File: config.mk
export PLATFORM = sky130hd
export DESIGN_NAME = temporizador_eventos_jogo
export DESIGN_NICKNAME = d
export VERILOG_FILES = /design/src/rtl/temporizador_eventos_jogo.sv
export SDC_FILE = /design/constraint.sdc
export NUM_CORES = 1
export LEC_CHECK = 0
export ABC_AREA = 0
export BUFFER_PORTS_ARGS = -buffer_cell sky130_fd_sc_hd__buf_4
export CAP_MARGIN = 25
export CORE_ASPECT_RATIO = 0.7
export CORE_MARGIN = 3
export CORE_UTILIZATION = 50
export CTS_CLUSTER_SIZE = 16
export DETAILED_ROUTE_END_ITERATION = 10
export GPL_TIMING_DRIVEN = 0
export PLACE_DENSITY = 0.8
export RECOVER_POWER = 100
export SLEW_MARGIN = 0
export SYNTH_ARGS = -nofsm -noshare
export SYNTH_HDL_FRONTEND = slang
export SYNTH_SLANG_ARGS = --single-unit
export TNS_END_PERCENT = 30
File: constraint.sdc
create_clock -name clock -period 7.36 [get_ports clock]
set_input_delay 1.472 -clock clock [delete_from_list [all_inputs] [get_ports clock]]
set_output_delay 1.472 -clock clock [all_outputs]
set_load 0.03 [all_outputs]
File: src/rtl/temporizador_eventos_jogo.sv
// -----------------------------------------------------------------------------
// temporizador_eventos_jogo
//
// Turns three difficulty intervals into periodic game events:
//   channel 0 = gera_aste, channel 1 = move_aste, channel 2 = move_tiro.
// Each event raises a one-cycle tick and a pending request that stays up until
// the game FSM acknowledges it. An event that arrives while the previous one
// is still unacknowledged is counted as lost (saturating counter per channel).
//
// Parameters
//   W       width of the period inputs and the interval counters
//   PERD_W  width of each saturating lost-event counter
//
// Ports
//   clock            in   system clock, all logic on posedge
//   clr_n            in   synchronous reset, active low
//   enable           in   1 = counters run, 0 = counters hold
//   sync             in   restart all channels (1-cycle pulse)
//   tempo_gera_aste  in   period of channel 0, in clock cycles
//   tempo_move_aste  in   period of channel 1, in clock cycles
//   tempo_move_tiro  in   period of channel 2, in clock cycles
//   ack              in   ack[i] consumes pending request i
//   tick             out  tick[i] one-cycle pulse per channel-i event
//   req              out  req[i] channel-i event pending
//   perdidos_gera    out  lost events, channel 0
//   perdidos_move    out  lost events, channel 1
//   perdidos_tiro    out  lost events, channel 2
// -----------------------------------------------------------------------------
module temporizador_eventos_jogo #(
    parameter int W      = 64,
    parameter int PERD_W = 4
) (
    input  logic              clock,
    input  logic              clr_n,
    input  logic              enable,
    input  logic              sync,
    input  logic [W-1:0]      tempo_gera_aste,
    input  logic [W-1:0]      tempo_move_aste,
    input  logic [W-1:0]      tempo_move_tiro,
    input  logic [2:0]        ack,
    output logic [2:0]        tick,
    output logic [2:0]        req,
    output logic [PERD_W-1:0] perdidos_gera,
    output logic [PERD_W-1:0] perdidos_move,
    output logic [PERD_W-1:0] perdidos_tiro
);

    logic [W-1:0]      per_in    [3];
    logic [W-1:0]      last_cnt  [3];
    logic [W-1:0]      cnt_q     [3];
    logic [W-1:0]      cnt_d     [3];
    logic [W-1:0]      per_lat_q [3];
    logic [W-1:0]      per_lat_d [3];
    logic [PERD_W-1:0] perd_q    [3];
    logic [PERD_W-1:0] perd_d    [3];
    logic [2:0]        tick_q, tick_d;
    logic [2:0]        req_q, req_d;
    logic [2:0]        ev;

    function automatic logic [PERD_W-1:0] sat_inc(input logic [PERD_W-1:0] v);
        return (&v) ? v : v + 1'b1;
    endfunction

    always_comb begin
        per_in[0] = tempo_gera_aste;
        per_in[1] = tempo_move_aste;
        per_in[2] = tempo_move_tiro;
        ev        = '0;
        tick_d    = '0;
        req_d     = req_q;
        for (int i = 0; i < 3; i++) begin
            cnt_d[i]     = cnt_q[i];
            per_lat_d[i] = per_lat_q[i];
            perd_d[i]    = perd_q[i];
            // A latched period of 0 behaves as 1, so the terminal count is 0.
            last_cnt[i]  = (per_lat_q[i] == '0) ? '0 : per_lat_q[i] - 1'b1;

            if (enable) begin
                if (cnt_q[i] == last_cnt[i]) begin
                    ev[i]        = 1'b1;
                    cnt_d[i]     = '0;
                    tick_d[i]    = 1'b1;
                    // New period only takes effect at an interval boundary.
                    per_lat_d[i] = per_in[i];
                end else begin
                    cnt_d[i]     = cnt_q[i] + 1'b1;
                end
            end

            if (ev[i]) begin
                // A fresh event always leaves a request pending; it is lost
                // only if the previous one was not consumed on this edge.
                req_d[i] = 1'b1;
                if (req_q[i] && !ack[i]) begin
                    perd_d[i] = sat_inc(perd_q[i]);
                end
            end else if (req_q[i] && ack[i]) begin
                req_d[i] = 1'b0;
            end
        end
    end

    always_ff @(posedge clock) begin
        if (!clr_n) begin
            for (int i = 0; i < 3; i++) begin
                cnt_q[i]     <= '0;
                per_lat_q[i] <= per_in[i];
                perd_q[i]    <= '0;
            end
            tick_q <= '0;
            req_q  <= '0;
        end else if (sync) begin
            // Restart intervals but keep the lost-event history.
            for (int i = 0; i < 3; i++) begin
                cnt_q[i]     <= '0;
                per_lat_q[i] <= per_in[i];
                perd_q[i]    <= perd_q[i];
            end
            tick_q <= '0;
            req_q  <= '0;
        end else begin
            for (int i = 0; i < 3; i++) begin
                cnt_q[i]     <= cnt_d[i];
                per_lat_q[i] <= per_lat_d[i];
                perd_q[i]    <= perd_d[i];
            end
            tick_q <= tick_d;
            req_q  <= req_d;
        end
    end

    assign tick          = tick_q;
    assign req           = req_q;
    assign perdidos_gera = perd_q[0];
    assign perdidos_move = perd_q[1];
    assign perdidos_tiro = perd_q[2];

endmodule

# After elaboration in Yosys (flattened, before gate mapping)
# Memory sizes are Yosys's and may differ from the RTL's.
# Cells that the tools add are included.
# totals
reg_bits,6
elab_cells,118
out_inout_bits,18
romBits,0
latch_bits,0
mem_count,3
in_bits,199
mem_bits_rw,396
# classes
multipliers,0
reduce_logical,19
n_bitwise,19
n_eq_ne,3
addsub,9
order_cmp,0
muxes,61
n_shift,0
div,0
# memory_table
memory,depth,word_bits,read_ports,rd_ports_with_merged_regs,wr,line_no,source
cnt_q,3,64,3,0,3,50,logic [W-1:0] cnt_q [3];
per_lat_q,3,64,3,0,3,52,logic [W-1:0] per_lat_q [3];
perd_q,3,4,3,0,3,54,logic [PERD_W-1:0] perd_q [3];
# ops
op,count
2-to-1 mux 64 bit,27
adder 64 x 1 -> 64 bit (second input constant),3
== test 64 bit,3
logical NOT 64 bit,3
subtractor 64 x 1 -> 64 bit (second input constant),3
2-to-1 mux 4 bit,15
2-to-1 mux 1 bit,19
OR 1 bit,18
adder 4 x 1 -> 4 bit (second input constant),3
AND reduction 4 bit,3
logical AND 1 bit,6
nonzero test 2 bit,3
logical NOT 1 bit,3
OR reduction 2 bit,1
inverter 1 bit,1

# Depth between registers and ports, before layout
# logic_depth
word_depth,7
ltp_mapped,18
depth_no_buf,12

# Worst setup path after synthesis
# Ideal clock, no wire load.
# synth_timing
path_kind,input to register
startpoint,in enable
endpoint,mem cnt_q[0][0] (enable)
path_buffers,1
t_required_ps,6774
stages,2
slack_ps,424
arrival_time_ps,6349
setup_time_ps,586
path_cell_list,clkbuf_1 nand2b_1
# synth_lines
item,line_no,source
start: declaration,35,"input logic enable,"
end: declaration,50,

==> metrics.yaml <==
status: "finished, violations left"
violations: "max-capacitance violations, max-slew violations"
leakage_nw: 9.80
diodes: 0
drc_errors: 0
final_cell_mix: "edfxtp_1 (396), nor3_1 (288), xnor2_1 (211)"
endpoint_kind: "flip-flop"
required_ps: 7640
start_util_pct: 50.9
max_stage_delay_ps: 950
syn_inst: 2733
fp.dieH_um: 200
dr.pass1.iters: 8
via_count: 24600
grt_max_degree: 67
drv_slew: 144
ys.flop_type: "edfxtp_1"
clk_latency_ps: 600
critPathMaxFanout: 11
cts_tree: "yes"
grt_antenna_before_repair: 2
clock_skew_ps: 51.9
placed_cells: 3641
htree_levels: 2
p_per_area_nw_per_um2: 192
crit_slowest_cell: "nor4_2"
final_common_cell: "edfxtp_1"
grt_usage_pct: 31.6
finalCritPeriodShare_pct: 95.7
numCtsBuffers: 41
rsz0062_at_grt: "no"
fp.coreArea_um2: 52600
grt_pass1_vias: 22700
synth_area_per_cell_um2: 9.79
fillers: 4529
synth_warnings: 0
syn_to_final_growth_pct: 14.1
syn-num-nets: 2941
ys_async_sr_fraction_pct: 0
arrival_ps: 7330
fin_crit_ps: 7040
cts_resized: 0
drt_iter0_drc: 3436
drive_gt1_share_pct: 11.1
clock-sinks: 402
cts.clk_slew.worst_paths_ps: 60
min_path_type: "flip-flop to flip-flop"
relSlewSlack_pct: -109
port_buffers: 215
start_kind: "flip-flop"
via_per_inst: 6.63
grt-ovfl-total: 0
synth_area_um2: 26800
cts_setup_buffers: 0
finalWorstSetupSlack_ps: 318
cts-root-buf: "clkbuf_16"
synth_edf_count: 396
wl_per_cell_um: 24.6
synth_seq_cells: 402
final_cells: 3718
irDropWorstVdd_mv: 0.176
criticalPathCategory: "flip-flop to flip-flop"
hold_viol: 0
dp_hpwl_um: 70800
place.gp.congestion: 1.01
post-place-ws_ps: 252
grt_pass1_wl_um: 137000
synth-seq-area-share_pct: 44.9
crit_family: "simple AND/OR/NAND/NOR gates"
setup_viol: 0
die_area_um2: 56400
io_pins: 217
cts-hold-fix-buffers: 0
fmax_ghz: 0.142
max_cap_viol_count: 3
cp_num_buf_inv: 6
antenna_left: 0
clockBufferDepth: 3
worst_pin_slew_ps: 3140
wirelength_um: 91400
crit_top_cell: "clkbuf_1"
worstPathCellList: "clkbuf_1 > nor4_1 > nand3_1 > nor4_2 > nand2_1 > clkbuf_1 > clkbuf_1 > clkbuf_1 > a21boi_0 > o22ai_1 > nor4_1 > nand4_1 > nor4_2 > buf_2 > clkbuf_1 > nor3_1"
placementRows: 70
synth_cell_type_count: 84
die_w_um: 282
fin_nets: 3210
[logic make-up (layout without fill, tap and decap cells)]
logic type | count (synthesis) | after routing | synth area share (%)
AOI/OAI and AO/OA | 335 | 336 | 9.11
muxes | 24 | 24 | 0.931
adders and majority gates | 9 | 9 | 0.421
DFF | 402 | 402 | 44.9
xor gates and xnor gates | 400 | 400 | 13.6
and+or+nand+nor | 1361 | 1361 | 28.1
buffers and inverters | 202 | 502 | 3.02
[path summary, 6_finish.rpt]
path / startpoint / endpoint / slack, ps / depth (start not counted)
hold / removal: req[2] / req[2] / 560 / 2
hold reg to reg: req[2] / req[2] / 560 / 2
setup reg to reg: per_lat_q[0][92] / cnt_q[0][118] / 320 / 16
setup / recovery: per_lat_q[0][92] / cnt_q[0][118] / 320 / 16
[layer usage]
layer	GRT usage, %	routed length, um	vias to the layer above
met5	0	13	-
met4	7.08	1830	2
met3	6.72	11700	137
met2	45.2	37800	1521
met1	48.9	40000	11900
li1	-	-	11000
[flip-flops by register name, indices dropped and copies added, names as in the netlist]
name	flops
per_lat_q	192
perd_q	12
req	3
tick	3
cnt_q	192
[per-stage QoR]
stage          instance area [um^2]  util, %  total power, mW  TNS (ps)  hold slack [ps]
3_3_place_gp                  29200     55.6             3.76   -646640              489
6_report                      30500     58.1             5.85         0              560
2_1_floorplan                 26800        -             3.42         0              621
4_1_cts                       30700     58.4             5.85         0              550
5_1_grt                       30500     58.1             6.03         0              598
3_5_place_dp                  29400     55.9             3.77         0              531
[cell usage after synthesis, types with 16 or more instances]
master    instances  area share [%]
edfxtp_1        396              44
nor3_1          288             5.4
xnor2_1         211             6.9
nor2_1          199             2.8
xor2_1          180             5.9
nand2_1         164             2.3
nand3_1         128             2.4
nor4_1          128             3.0
clkbuf_1        115             1.6
nand4_1          90             2.1
o21ai_0          61             1.1
inv_1            54            0.76
and3_1           48             1.1
or3_1            47             1.1
or4_1            46             1.3
a21oi_1          41            0.77
and4_1           30            0.98
nor3b_1          24            0.67
and2_1           23            0.54
nor2b_1          21            0.49
or2_2            21            0.49
nand2b_1         20            0.47
o31ai_1          20            0.56
nand3b_1         19            0.53
nor4b_1          18            0.59
mux2i_1          17            0.64
buf_2            16            0.30
[cell type report]
type,count,area [um^2],share of cell area (%)
buffer,148,573,1.88
multi-input combinational,2130,14000,45.7
timing repair buffer,225,1610,5.29
tap,684,856,2.80
clock buffer,51,1110,3.65
clock inverter,24,203,0.664
sequential,402,12000,39.3
inverter,54,203,0.664
[worst register-to-register path: stages, from the launching register on]
cell,delay (ps)
edfxtp_1,410
clkbuf_1,230
nor4_1,770
nand3_1,380
nor4_2,960
nand2_1,150
clkbuf_1,440
clkbuf_1,500
clkbuf_1,440
a21boi_0,270
o22ai_1,120
nor4_1,280
nand4_1,280
nor4_2,450
buf_2,430
clkbuf_1,490
nor3_1,140
[power breakdown]
| part | total (mW) | switching, mW | internal (mW) |
|---|---|---|---|
| combinational | 0.801 | 0.454 | 0.346 |
| clock | 2.10 | 0.940 | 1.16 |
| sequential | 2.95 | 0.253 | 2.70 |
| total | 5.85 | 1.65 | 4.20 |
Power figures use the tool's default switching activity.
